## config.mk

```make
export PLATFORM = sky130hd
export DESIGN_NAME = counter_request_cell
export DESIGN_NICKNAME = d
export VERILOG_FILES = /design/src/rtl/counter_request_cell.sv
export SDC_FILE = /design/constraint.sdc
export NUM_CORES = 1
export LEC_CHECK = 0
export CORE_MARGIN = 5
export CORE_UTILIZATION = 45
export CTS_BUF_LIST = sky130_fd_sc_hd__clkbuf_2
export DETAILED_ROUTE_END_ITERATION = 10
export PLACE_DENSITY = 0.81
export SLEW_MARGIN = 10
export SYNTH_ARGS = -nofsm -noshare
export SYNTH_HDL_FRONTEND = slang
export SYNTH_SLANG_ARGS = --single-unit
```

## constraint.sdc

```tcl
create_clock -name CLOCK -period 5.92 [get_ports CLOCK]
set_input_delay 1.184 -clock CLOCK [delete_from_list [all_inputs] [get_ports CLOCK]]
set_output_delay 1.184 -clock CLOCK [all_outputs]
set_load 0.05 [all_outputs]
```

## src/rtl/counter_request_cell.sv

```systemverilog
// Counter-request stage: edge-detects plus/minus pulses into per-slot pending flags held until serviced.
// Optional macro CTR_SYNC_EN adds a two-flop synchronizer on every PLS_P/PLS_M bit.
module counter_request_cell #(
    parameter int N      = 8,
    parameter int LOST_W = 8
) (
    input  logic              CLOCK,
    input  logic              rst_,
    input  logic [N-1:0]      PLS_P,
    input  logic [N-1:0]      PLS_M,
    input  logic [N-1:0]      CNT_R,
    input  logic              GOJAM,
    input  logic              LOST_CLR,
    output logic [N-1:0]      CNT_A,
    output logic [N-1:0]      CNT_P,
    output logic [N-1:0]      CNT_M,
    output logic              ANY_A,
    output logic [LOST_W-1:0] LOST_CNT
);

    localparam int CNT_W = $clog2(2 * N + 1);
    localparam int SUM_W = ((LOST_W > CNT_W) ? LOST_W : CNT_W) + 1;
    localparam logic [SUM_W-1:0] LOST_MAX = SUM_W'({LOST_W{1'b1}});

    logic [N-1:0]      w_s_p, w_s_m;
    logic [N-1:0]      r_prev_p, r_prev_m;
    logic [N-1:0]      w_e_p, w_e_m;
    logic [N-1:0]      w_set_p, w_set_m, w_net;
    logic [N-1:0]      w_p_nxt, w_m_nxt;
    logic [N-1:0]      w_lost_p, w_lost_m;
    logic [CNT_W-1:0]  w_lost_n;
    logic [N-1:0]      r_p, r_m;
    logic [LOST_W-1:0] r_lost;

    function automatic logic [CNT_W-1:0] popcnt(input logic [N-1:0] v);
        logic [CNT_W-1:0] c;
        c = '0;
        for (int i = 0; i < N; i++) c = c + CNT_W'(v[i]);
        return c;
    endfunction

    function automatic logic [LOST_W-1:0] sat_add(input logic [LOST_W-1:0] a,
                                                  input logic [CNT_W-1:0]  b);
        logic [SUM_W-1:0] s;
        s = SUM_W'(a) + SUM_W'(b);
        if (s > LOST_MAX) return {LOST_W{1'b1}};
        return s[LOST_W-1:0];
    endfunction

`ifdef CTR_SYNC_EN
    logic [N-1:0] r_meta_p, r_meta_m, r_sync_p, r_sync_m;

    // Stages reset high so an input already high at reset release looks like no edge.
    always_ff @(posedge CLOCK or negedge rst_) begin
        if (!rst_) begin
            r_meta_p <= '1;
            r_meta_m <= '1;
            r_sync_p <= '1;
            r_sync_m <= '1;
        end else begin
            r_meta_p <= PLS_P;
            r_meta_m <= PLS_M;
            r_sync_p <= r_meta_p;
            r_sync_m <= r_meta_m;
        end
    end

    assign w_s_p = r_sync_p;
    assign w_s_m = r_sync_m;
`else
    assign w_s_p = PLS_P;
    assign w_s_m = PLS_M;
`endif

    always_ff @(posedge CLOCK or negedge rst_) begin
        if (!rst_) begin
            r_prev_p <= '1;
            r_prev_m <= '1;
        end else begin
            r_prev_p <= w_s_p;
            r_prev_m <= w_s_m;
        end
    end

    assign w_e_p = w_s_p & ~r_prev_p;
    assign w_e_m = w_s_m & ~r_prev_m;

    // Service clears the old request first so a same-cycle edge re-arms the slot.
    assign w_set_p = (r_p & ~CNT_R) | w_e_p;
    assign w_set_m = (r_m & ~CNT_R) | w_e_m;
    assign w_net   = w_set_p & w_set_m;
    assign w_p_nxt = GOJAM ? '0 : (w_set_p & ~w_net);
    assign w_m_nxt = GOJAM ? '0 : (w_set_m & ~w_net);

    assign w_lost_p = GOJAM ? '0 : (w_e_p & r_p & ~CNT_R);
    assign w_lost_m = GOJAM ? '0 : (w_e_m & r_m & ~CNT_R);
    assign w_lost_n = popcnt(w_lost_p) + popcnt(w_lost_m);

    always_ff @(posedge CLOCK or negedge rst_) begin
        if (!rst_) begin
            r_p    <= '0;
            r_m    <= '0;
            r_lost <= '0;
        end else begin
            r_p <= w_p_nxt;
            r_m <= w_m_nxt;
            if (LOST_CLR) r_lost <= '0;
            else          r_lost <= sat_add(r_lost, w_lost_n);
        end
    end

    assign CNT_P    = r_p;
    assign CNT_M    = r_m;
    assign CNT_A    = r_p | r_m;
    assign ANY_A    = |(r_p | r_m);
    assign LOST_CNT = r_lost;

endmodule
```

Word-level counts from Yosys, hierarchy flattened --
Index checks and enable logic that the tools add are counted.
Word-level totals: register bits after elaboration 40, word-level logic and storage cells 50
Cells by class: add/subtract/negate cells 16, order comparisons 1, mux-type cells 9, bitwise gates (word level) 18, reduce and logical (&&, ||, !) cells 1
Operators with widths (count):
- 8-bit bitwise AND | 11
- 8-bit 2-to-1 mux | 7
- 8-bit NOT | 4
- 5-bit by 1-bit adder with 5-bit output | 6
- 8-bit bitwise OR | 3
- 4-bit by 1-bit adder with 5-bit output | 2
- 8-bit by 5-bit adder with 9-bit output | 1
- 9-bit by 8-bit > comparator with 1-bit output, second input constant | 1
- 3-bit by 1-bit adder with 4-bit output | 2
- 8-bit OR reduction | 1
- 2-bit by 1-bit adder with 3-bit output | 2
- 5-bit adder | 1
- 1-bit by 1-bit adder with 2-bit output | 2
- 1-bit 2-to-1 mux | 2

Logic depth before layout (Yosys ltp) --
Gate-level depths: netlist of the first run.
depth in word-level cells 19, mapped depth 16

Least setup slack after synthesis of the first run --
OpenSTA, ideal clock, no wires.
path kind input port to flip-flop, from input GOJAM, to register r_lost[6], in the netlist LOST_CNT[6], setup time 0.125 ns, arrival time 5.580 ns, data required time 5.795 ns, setup slack 0.215 ns, stages 15, path buffers 2, cell sequence clkbuf_1 > buf_1 > nor3_1 > fa_1 > inv_1 > fa_1 > fa_1 > inv_1 > fa_1 > fa_1 > fa_1 > nand3_1 > a21boi_0 > o21ai_0 > mux2_2
Between the ends: word-level cells in the longest chain between the ends 15
Ends and longest elaborated chain:
- start, declared | RTL line 12 | input logic GOJAM,
- 8-bit 2-to-1 mux, on equally long branches | RTL line 95, 96
- 1-bit by 1-bit adder with 2-bit output | RTL line 38 | for (int i = 0; i < N; i++) c = c + CNT_W'(v[i]);
- 2-bit by 1-bit adder with 3-bit output | RTL line 38
- 3-bit by 1-bit adder with 4-bit output | RTL line 38
- 4-bit by 1-bit adder with 5-bit output | RTL line 38
- 5-bit by 1-bit adder with 5-bit output (3 in series) | RTL line 38
- 5-bit adder * | RTL line 97 | assign w_lost_n = popcnt(w_lost_p) + popcnt(w_lost_m);
- 8-bit by 5-bit adder with 9-bit output * | RTL line 45 | s = SUM_W'(a) + SUM_W'(b);
- 9-bit by 8-bit > comparator with 1-bit output | RTL line 46 | if (s > LOST_MAX) return {LOST_W{1'b1}};
- 1-bit 2-to-1 mux | RTL line 46
- 1-bit 2-to-1 mux | RTL line 107 | if (LOST_CLR) r_lost <= '0;
- 8-bit 2-to-1 mux * | RTL line 47 | return s[LOST_W-1:0];
- 8-bit 2-to-1 mux * | RTL line 107
- end signal, assigned | RTL line 108 | else r_lost <= sat_add(r_lost, w_lost_n);
- end, declared | RTL line 33 | logic [LOST_W-1:0] r_lost;
Every way passes the cells marked *; elsewhere a longest branch is shown, timed or not. The select of a mux whose other input is x is not followed.

Worst setup path in the final report of the first run --
from input GOJAM, to register r_lost[2], in the netlist LOST_CNT[2]
Same word-level chain as after synthesis.

==> out/qor.csv, run 1 <==
stage;metric;value;unit
timing;worstMarginPinSlew;0.881;ns
synthesis;yosys_warnings;0;
place;gp_congestion;0.813;
die;core_area;0.00472;sq mm
synthesis;synth_top_area_cell;dfrtp_1;
cts;cts-hold-fix-buffers;0;
timing;hold_violations;0;
synthesis;yosysMostFrequentCell;dfrtp_1;
global_routing;grt_max_degree;41;
cells_and_area;fin_nets;325;
timing;timing.fmax;0.177;GHz
timing;period_share;95.4;%
power;powerDensity;185;mW/mm^2
critical_path;ff2ff_path_depth;15;
worst_hold_path;hp-class;register to register;
synthesis;synth.cell_area;0.00219;sq mm
cts;path_clk_slew;0.19;ns
critical_path;slowest_stage;fa_1;
die;start_util;46.3;%
cells_and_area;drive_gt1_share;14.4;%
timing;drv_slew;0;
critical_path;crit_type;input pin to register;
critical_path;reg2reg_slack;1.10;ns
synthesis;ys_seq_area_share;46.7;%
cells_and_area;area_growth;35.3;%
cells_and_area;multi_input_area;0.00107;sq mm
synthesis;syn_area_per_cell;10.7;sq um
cts;cts_tree;done;
global_routing;antenna_found_initial;0;
critical_path;r2r_end;LOST_CNT[2];
detailed_routing;wl_per_cell;13.9;um
critical_path;cp.arrival;5.92;ns
outcome;run_status;finished clean;
timing;setup_tns;0;ns
synthesis;yosys-top-cells-area;dfrtp_1 27%, dfstp_2 19%, fa_1 11%;
critical_path;crit_top_cell;fa_1;
global_routing;overflow;0;
die;fp.dieH;79.7;um
synthesis;syn_inst;205;
cts;clock_sinks;40;
synthesis;synthArstFlopShare;100;%
timing;finalSetupViolCount;0;
critical_path;cp-startpoint;GOJAM;
die;rows;25;
place;place_inst;337;
die;die-area;0.00636;sq mm
global_routing;grt_pass1_vias;1840;
global_routing;grt_pass1_wl;8330;um
critical_path;crit_path_start_kind;input pin;
place;io_buffers;60;
timing;slew_headroom;41.3;%
synthesis;synth_common_cells;24 x dfrtp_1, 23 x inv_1, 16 x dfstp_2, 15 x nor2b_1;
critical_path;cp_max_fo;12;
synthesis;ys_ff_latch;40;
critical_path;cp.required;6.19;ns
timing;grt_setup_unrepaired;false;
synthesis;synth_top_area_share;27.4;%
job;max-cap-violations;0;
detailed_routing;num_vias;1737;
cts;post_cts_resized;0;
cts;post-cts-setup-buffers;0;
power;irDropWorstVdd;0.103;mV
critical_path;timing.rr.start;r_prev_p[2];
cells_and_area;utilization;62.7;%
timing;finClkSkew;0.0197;ns
detailed_routing;dr.pass1.iters;4;
cts;cts_root_buf;clkbuf_2;
detailed_routing;drt_iter0_drc;63;
cells_and_area;regArea;0.00102;sq mm
synthesis;ys_types;34;
die;ios;61;
critical_path;crit_path_max_incr_delay;0.55;ns
timing;finalCriticalPeriod;5.65;ns
cts;htreeDepth;2;
synthesis;synth_edf_count;0;
synthesis;ys.flop_type;dfrtp_1;
critical_path;path_cells;clkdlybuf4s50_1 > buf_4 > nor3_1 > fa_1 > inv_1 > fa_1 > fa_1 > inv_1 > fa_1 > fa_1 > fa_1 > nand3_1 > a21boi_0 > buf_4 > o21ai_1 > o21ai_0;
detailed_routing;drt_wl_total;4790;um
cts;worstSkewPairLatency;0.39;ns
cts;cts_buffer_depth;2;
place;hpwl;3800;um
synthesis;synth_nets;253;
detailed_routing;viasPerCell;5.03;
detailed_routing;ant_nets;0;
global_routing;grt_usage;16.6;%
critical_path;crit_end;LOST_CNT[2];
cts;numCtsBuffers;5;
cells_and_area;fillers;414;
detailed_routing;drc;0;
critical_path;crit_path_end_kind;register;
die;fp.dieW;79.7;um
cells_and_area;diodes;0;
cells_and_area;instances_no_fill;345;
power;leakage;1.31;nW
-- flip-flops by register name, indices dropped and copies added, names as in the netlist --
name and count:
r_prev_m 8, r_prev_p 8, CNT_P 8, LOST_CNT 8, CNT_M 8
-- per-layer routing --
layer / up-vias / track usage, % / share of wire (%)
li1: 837 / - / -
met1: 841 / 21.5 / 44
met2: 53 / 27.0 / 48
met3: 6 / 4.85 / 6.7
met4: 0 / 5.24 / 1.3
met5: - / 0 / 0
-- power by group --
group	switching [mW]	total (mW)	internal, mW	leakage (nW)
clock	0.0915	0.121	0.0295	0.0266
combinational	0.0780	0.132	0.0542	0.783
sequential	0.00572	0.295	0.289	0.496
-- cell type report --
class / instances / share of cell area, %
Inverter: 23 / 2.92
Timing Repair Buffer: 69 / 22.4
Tap cell: 67 / 2.83
Clock buffer: 6 / 1.01
Multi-Input combinational cell: 138 / 36.0
Clock inverter: 2 / 0.380
Sequential cell: 40 / 34.5
-- metrics by stage --
step	area (sq um)	power (mW)	hold WS [ns]	setup slack, ns
2_1_floorplan	2190	0.372	0.622	0.215
3_3_place_gp	2920	0.430	0.585	-0.0669
3_5_place_dp	2920	0.433	0.596	-0.160
4_1_cts	2960	0.554	0.624	0.267
5_1_grt	2960	0.574	0.649	0.0248
6_report	2960	0.548	0.619	0.273
-- cell usage in the layout, fill, tap and decap left out, types with 4 or more instances in the layout --
master and count:
nor2_1 10, fa_1 12, nand3b_1 5, or2_2 6
inv_1 23, dfstp_2 16, nand2_1 4, nand3_1 7
nor3_1 6, nor3b_1 7, o21ai_0 7, a21oi_1 9
clkdlybuf4s50_1 59, nand2b_1 12, buf_4 9, dfrtp_1 24
ha_1 8, nor2b_1 15, o211ai_1 6, a2111oi_0 4
clkbuf_2 6
-- worst max-delay path: cells and delay by family --
| family | cells | cell delay, ns |
|---|---|---|
| buffers and inverters | 5 | 0.87 |
| adder cells (fa/ha/maj) | 6 | 2.85 |
| AO/OA/AOI/OAI | 3 | 0.52 |
| AND/OR/NAND/NOR | 2 | 0.49 |
-- cell families after synthesis --
family / count (synthesis) / synth area share, %
xor gates and xnor gates: 2 / 0.801
AOI/OAI and AO/OA: 34 / 10.0
and+or+nand+nor: 81 / 21.8
buffers and inverters: 27 / 4.63
muxes: 1 / 0.515
adders and majority gates: 20 / 15.6
DFF: 40 / 46.7
-- how the worst min path moves through the flow --
| stage | end | depth (start not counted) | startpoint | slack (ns) |
|---|---|---|---|---|
| floorplan | CNT_P[0] | 2 | r_prev_m[0] | 0.62 |
| global placement | LOST_CNT[7] | 2 | LOST_CNT[7] | 0.58 |
| detailed placement | LOST_CNT[7] | 2 | LOST_CNT[7] | 0.60 |
| CTS | LOST_CNT[7] | 2 | LOST_CNT[7] | 0.62 |
| global route | LOST_CNT[7] | 2 | LOST_CNT[7] | 0.65 |
| finish | LOST_CNT[7] | 2 | LOST_CNT[7] | 0.62 |
(Power assumes the default switching activity.)
==> run 2: changes to the inputs <==
ABC_AREA = 1   (was not set)
ABC_CLOCK_PERIOD_IN_PS = 5920   (was not set)
CORE_MARGIN = 3   (was 5)
PLACE_DENSITY = 0.8   (was 0.81)
==> run 2 against run 1 <==
- sequential power barely moved
- register-to-register slack improved by 0.09 ns
- clock skew fell by 0.0035 ns
- sequential share of layout area decreased by 0.69 points
==> out/qor.csv, run 2 <==
stage;metric;value;unit;change
global_routing;grt_usage;17.4;%;+0.80 points
cts;post_cts_resized;0;;unchanged
die;rows;25;;unchanged
detailed_routing;drt_wl_total;5070;um;+5.9%
die;fp.dieH;77.2;um;-3.2%
critical_path;cp.arrival;5.89;ns;-0.03 ns
cells_and_area;fin_nets;384;;+18%
detailed_routing;num_vias;1933;;+11%
synthesis;yosys.area_share.simple;23.8;%;+2.0 points
job;max-cap-violations;0;;unchanged
synthesis;synth_nets;318;;+26%
synthesis;synth-xor-area-share;1.15;%;+0.35 points
cells_and_area;final_common_cell;inv_1;;
die;core_area;0.00482;sq mm;+2.0%
power;powerDensity;195;mW/mm^2;+5.2%
cells_and_area;regArea;0.00102;sq mm;unchanged
cts;worstSkewPairLatency;0.41;ns;+0.02 ns
cells_and_area;diodes;0;;unchanged
cells_and_area;layout_common_cells;66 x inv_1, 63 x nand2_1, 59 x clkdlybuf4s50_1, 24 x dfrtp_1;;
cts;cts_root_buf;clkbuf_2;;
critical_path;crit_path_end_kind;register;;
detailed_routing;dr.pass1.iters;4;;unchanged
cts;path_clk_slew;0.20;ns;about the same
cts;clock_sinks;40;;unchanged
die;fp.dieW;77.2;um;-3.2%
cts;htreeDepth;2;;unchanged
detailed_routing;wl_per_cell;12.6;um;-9.6%
power;power.total;0.588;mW;+7.4%
cts;cts-hold-fix-buffers;0;;unchanged
detailed_routing;ant_nets;0;;unchanged
synthesis;ys_seq_area_share;44.8;%;-1.8 points
global_routing;overflow;0;;unchanged
synthesis;ys_types;24;;-29%
die;start_util;47.3;%;+0.97 points
place;hpwl;4030;um;+6.0%
synthesis;synth_top_area_share;26.4;%;-1.1 points
cells_and_area;drive_gt1_share;9.79;%;-4.6 points
timing;slew_headroom;42.5;%;+1.2 points
power;leakage;1.55;nW;+19%
cts;post-cts-setup-buffers;0;;unchanged
synthesis;ys_ff_latch;40;;unchanged
worst_hold_path;hp-class;register to register;;
timing;worstMarginPinSlew;0.863;ns;-0.0186 ns
outcome;run_status;finished clean;;
critical_path;crit_type;input pin to register;;
cts;cts_tree;done;;
synthesis;yosysMostFrequentCell;inv_1;;
critical_path;crit_family;adder cells;;
cells_and_area;area_growth;32.6;%;
synthesis;yosys-top-cells-area;dfrtp_1 26%, dfstp_2 18%, inv_1 11%;;
power;irDropWorstVdd;0.111;mV;+8.2%
cells_and_area;fillers;432;;+4.3%
synthesis;synth_fa_ha_area_share;14.9;%;-0.61 points
cells_and_area;instances_no_fill;404;;+17%
cells_and_area;multi_input_area;992;sq um;-6.9%
cells_and_area;utilization;62.7;%;about the same
critical_path;path_cells;clkdlybuf4s50_1 > nor4_1 > nand2_1 > fa_1 > inv_1 > fa_1 > inv_1 > fa_1 > inv_1 > fa_1 > fa_1 > fa_1 > nand2_1 > nand2_1 > nand3_1 > nand2_2 > inv_2 > nand3_1 > nand2_1 > inv_1;;
critical_path;crit_path_start_kind;input pin;;
global_routing;antenna_found_initial;0;;unchanged
critical_path;cp_max_fo;4;;-8
detailed_routing;viasPerCell;4.78;;-5.0%
detailed_routing;drc;0;;unchanged
synthesis;ys.flop_type;dfrtp_1;;
timing;timing.fmax;0.180;GHz;+1.5%
synthesis;synth.cell_area;0.00228;sq mm;+4.1%
synthesis;synth_top_area_cell;dfrtp_1;;
synthesis;syn_area_per_cell;8.44;sq um;-21%
timing;period_share;94.0;%;-1.4 points
place;io_buffers;60;;unchanged
critical_path;crit_top_cell;fa_1;;
synthesis;synthArstFlopShare;100;%;unchanged
timing;finClkSkew;0.0162;ns;-0.00351 ns
die;ios;61;;unchanged
timing;finalCriticalPeriod;5.57;ns;-0.0815 ns
die;die-area;0.00595;sq mm;-6.4%
cts;cts_buffer_depth;2;;unchanged
synthesis;synth_top_family_by_area;simple AND/OR/NAND/NOR gates;;
timing;grt_setup_unrepaired;false;;
critical_path;slowest_stage;fa_1;;
timing;drv_slew;0;;unchanged
critical_path;crit_path_max_incr_delay;0.56;ns;about the same
critical_path;cp.required;6.24;ns;+0.05 ns
cts;numCtsBuffers;5;;unchanged
synthesis;synth-compound-area-share;3.62;%;-6.4 points
global_routing;grt_max_degree;41;;unchanged
synthesis;syn_inst;270;;+32%
critical_path;cp_num_buf_inv;6;;+1
synthesis;synth_common_cells;66 x inv_1, 63 x nand2_1, 24 x dfrtp_1;;
timing;hold_violations;0;;unchanged
place;place_inst;396;;+18%
synthesis;yosys_warnings;0;;unchanged
global_routing;grt_pass1_wl;8200;um;-1.5%
timing;finalSetupViolCount;0;;unchanged
synthesis;synth.area.mux_share;0;%;-0.51 points
synthesis;synth_edf_count;0;;unchanged
place;gp_congestion;0.861;;+5.9%
global_routing;grt_pass1_vias;1803;;-2.0%
detailed_routing;drt_iter0_drc;58;;-7.9%
-- run 2: through the flow --
step / TNS [ns] / hold WS, ns / instance area (sq um) / setup WS (ns)
5_1_grt: 0 / 0.686 / 3020 / 0.104
6_report: 0 / 0.615 / 3020 / 0.355
2_1_floorplan: 0 / 0.575 / 2280 / 0.644
3_5_place_dp: -0.298 / 0.594 / 2960 / -0.0891
4_1_cts: 0 / 0.619 / 3020 / 0.328
3_3_place_gp: -0.00534 / 0.584 / 2960 / -0.00328
-- run 2: cells by family after synthesis --
group           Yosys count
buf+inv                  70
flops                    40
xor+xnor                  3
simple gates            123
compound gates           14
fa+ha+maj                20
-- run 2: final cells by class --
class	count	area share, %
clock buffer	5	0.828
clock inverter	3	1.24
inverter	67	8.32
multi-input combinational	160	32.8
sequential	40	33.8
tap	67	2.77
timing repair buffer	62	20.2
-- run 2: tightest hold or removal path: cells and delay by family (launching register included) --
family / cells / cell delay [ns]
flops: 1 / 0.40
simple gates: 3 / 0.21
-- run 2: final timing paths --
kind                          start     endpoint  slack [ns]  cells past startpoint
max reg2reg                CNT_M[2]  LOST_CNT[7]        1.19                     20
min in group asynchronous      rst_     CNT_M[4]        0.85                      1
max in group asynchronous      rst_  LOST_CNT[1]        4.52                      1
max                        CNT_R[2]  LOST_CNT[7]        0.35                     20
min reg2reg                CNT_P[5]     CNT_M[5]        0.62                      3
min                        CNT_P[5]     CNT_M[5]        0.62                      3
-- run 2: power breakdown --
part           leakage [nW]  internal, mW  switching [mW]
clock                0.0380        0.0688          0.0903
sequential            0.496         0.289         0.00600
combinational          1.02        0.0494          0.0847
total                  1.55         0.407           0.181
-- run 2: metal layers --
metal	vias up	global-route usage [%]	wire, um
li1	955	-	-
met5	-	0	0
met1	923	23.0	2270
met2	49	28.6	2440
met3	6	3.87	298
met4	0	5.34	63
==> run 3: changes to the inputs <==
CAP_MARGIN = 20   (was not set)
CELL_PAD_IN_SITES_DETAIL_PLACEMENT = 0   (was not set)
CELL_PAD_IN_SITES_GLOBAL_PLACEMENT = 1   (was not set)
CORE_UTILIZATION = 37   (was 45)
CTS_CLUSTER_SIZE = 30   (was not set)
PLACE_DENSITY = 0.88   (was 0.8)
==> run 3 against run 2 <==
- hold slack improved by 0.0026 ns
- via count fell by 4.2%
- clock-buffer cell count did not move
- register-to-register slack improved by 0.06 ns
- highest routed layer unchanged
- routed wire length fell by 4.0%
- flip-flop and latch count did not move
- power fell by 7.5%
- clock skew fell by 0.0015 ns
==> out/qor.csv, run 3 (synthesis results as in run 2) <==
stage;metric;value;unit;change
detailed_routing;viasPerCell;4.53;;-5.4%
detailed_routing;num_vias;1852;;-4.2%
cts;path_clk_slew;0.20;ns;about the same
cts;clock_sinks;40;;unchanged
die;start_util;39.7;%;-7.6 points
cells_and_area;instances_no_fill;409;;+1.2%
die;fp.dieW;84.5;um;+9.5%
cells_and_area;drive_gt1_share;10.1;%;+0.30 points
place;place_area;0.00297;sq mm;+0.21%
critical_path;slowest_stage;fa_1;;
timing;hold_ws;0.618;ns;+0.00264 ns
cts;cts_buffer_depth;2;;unchanged
global_routing;grt_pass1_vias;1822;;+1.1%
cells_and_area;layout_common_cells;66 x inv_1, 63 x nand2_1, 59 x clkdlybuf4s50_1, 24 x dfrtp_1;;
cells_and_area;diodes;0;;unchanged
global_routing;grt_util_met3;3.43;%;-0.44 points
place;place_ws;-0.0552;ns;+0.0339 ns
detailed_routing;ant_nets;0;;unchanged
place;gp_congestion;0.791;;-8.1%
timing;finClkSkew;0.0147;ns;-0.00150 ns
place;hpwl;3960;um;-1.7%
critical_path;cp.required;6.24;ns;about the same
worst_hold_path;hp-class;register to register;;
global_routing;overflow;0;;unchanged
die;fp.dieH;84.5;um;+9.5%
critical_path;crit_type;input pin to register;;
die;rows;27;;+8.0%
power;powerDensity;181;mW/mm^2;-6.9%
global_routing;grt_pass1_wl;8340;um;+1.7%
place;place_inst;401;;+1.3%
timing;setup_slack;0.427;ns;+0.0723 ns
cts;post-cts-setup-buffers;0;;unchanged
cts;numCtsBuffers;5;;unchanged
detailed_routing;drt_wl_total;4870;um;-4.0%
outcome;run_status;finished clean;;
critical_path;cp.arrival;5.81;ns;-0.08 ns
timing;drv_slew;0;;unchanged
timing;timing.fmax;0.182;GHz;+1.3%
detailed_routing;dr.pass1.iters;4;;unchanged
timing;hold_violations;0;;unchanged
cells_and_area;fin_nets;384;;unchanged
timing;grt_setup_unrepaired;false;;
timing;finalSetupViolCount;0;;unchanged
global_routing;grt_busiest_layer;met2;;
critical_path;crit_path_end_kind;register;;
critical_path;path_cells;clkdlybuf4s50_1 > nor4_1 > nand2_1 > fa_1 > inv_1 > fa_1 > inv_1 > fa_1 > inv_1 > fa_1 > fa_1 > fa_1 > nand2_1 > nand2_1 > nand3_1 > nand2_2 > inv_2 > nand3_1 > nand2_1 > inv_1;;
power;leakage;1.55;nW;-0.51%
detailed_routing;drc;0;;unchanged
timing;period_share;92.8;%;-1.2 points
power;power.total;0.545;mW;-7.5%
timing;worstMarginPinSlew;0.894;ns;+0.0314 ns
global_routing;grt_max_degree;41;;unchanged
die;ios;61;;unchanged
cts;post_cts_resized;0;;unchanged
global_routing;grt_usage;14.5;%;-2.9 points
global_routing;antenna_found_initial;0;;unchanged
cells_and_area;design_area;0.00300;sq mm;-0.58%
detailed_routing;wl_per_cell;11.9;um;-5.2%
cts;htreeDepth;2;;unchanged
place;io_buffers;60;;unchanged
die;die-area;0.00714;sq mm;+20%
detailed_routing;drt_iter0_drc;96;;+66%
cells_and_area;final_common_cell;inv_1;;
cts;cts-hold-fix-buffers;0;;unchanged
critical_path;crit_path_max_incr_delay;0.56;ns;about the same
cells_and_area;area_growth;31.9;%;
critical_path;cp_max_fo;4;;unchanged
global_routing;use_met2;24.3;%;-4.3 points
cts;cts_root_buf;clkbuf_2;;
timing;finalCriticalPeriod;5.49;ns;-0.0723 ns
cts;worstSkewPairLatency;0.40;ns;about the same
power;irDropWorstVdd;0.0838;mV;-25%
timing;slew_headroom;40.4;%;-2.1 points
critical_path;crit_path_start_kind;input pin;;
job;max-cap-violations;0;;unchanged
critical_path;crit_top_cell;fa_1;;
die;core_area;0.00574;sq mm;+19%
global_routing;use_met1;19.1;%;-4.0 points
cts;cts_tree;done;;
run 3: changes by cell type in the layout (fill, tap and decap cells not counted), sizes merged:
cell    delta
clkinv     +1
bufinv     -1
run 3: path summary, 6_finish.rpt:
path,slack (ns),startpoint,endpoint,cells past startpoint
max,0.43,CNT_R[2],LOST_CNT[5],20
min,0.62,r_prev_m[3],CNT_P[3],4
max reg2reg,1.25,CNT_M[2],LOST_CNT[5],20
min reg2reg,0.62,r_prev_m[3],CNT_P[3],4
max in group asynchronous,4.48,rst_,CNT_P[4],1
min in group asynchronous,0.87,rst_,CNT_M[2],1
run 3: power breakdown:
| part | internal (mW) | total (mW) | leakage (nW) | switching (mW) |
|---|---|---|---|---|
| Combinational | 0.0492 | 0.133 | 1.02 | 0.0834 |
| Sequential | 0.289 | 0.295 | 0.496 | 0.00586 |
| Clock | 0.0265 | 0.117 | 0.0302 | 0.0903 |
run 3: final cells by class:
class / count / area, sq um
Clock inverter: 3 / 13.8
Sequential cell: 40 / 1020
Timing Repair Buffer: 62 / 611
Inverter: 67 / 251
Multi-Input combinational cell: 160 / 992
Clock buffer: 5 / 25.0
Tap cell: 72 / 90.1
Fill cell: 564 / 2740
run 3: critical path: cells and delay by family:
family                     cells  cell delay [ns]
adders and majority gates      6             2.90
and+or+nand+nor                8             1.00
buffers and inverters          6             0.73
run 3: per-layer routing:
layer,vias to the layer above,part of all wire (%)
met3,6,5.5
met1,836,47
met2,45,47
met4,0,1.1
li1,965,-
met5,-,0
run 3: through the flow:
stage / setup TNS [ns] / utilization, %
after floorplan: 0 / -
after global placement: 0 / 51.6
after detailed placement: -0.116 / 51.6
after CTS: 0 / 52.3
after global routing: 0 / 52.3
final: 0 / 52.3
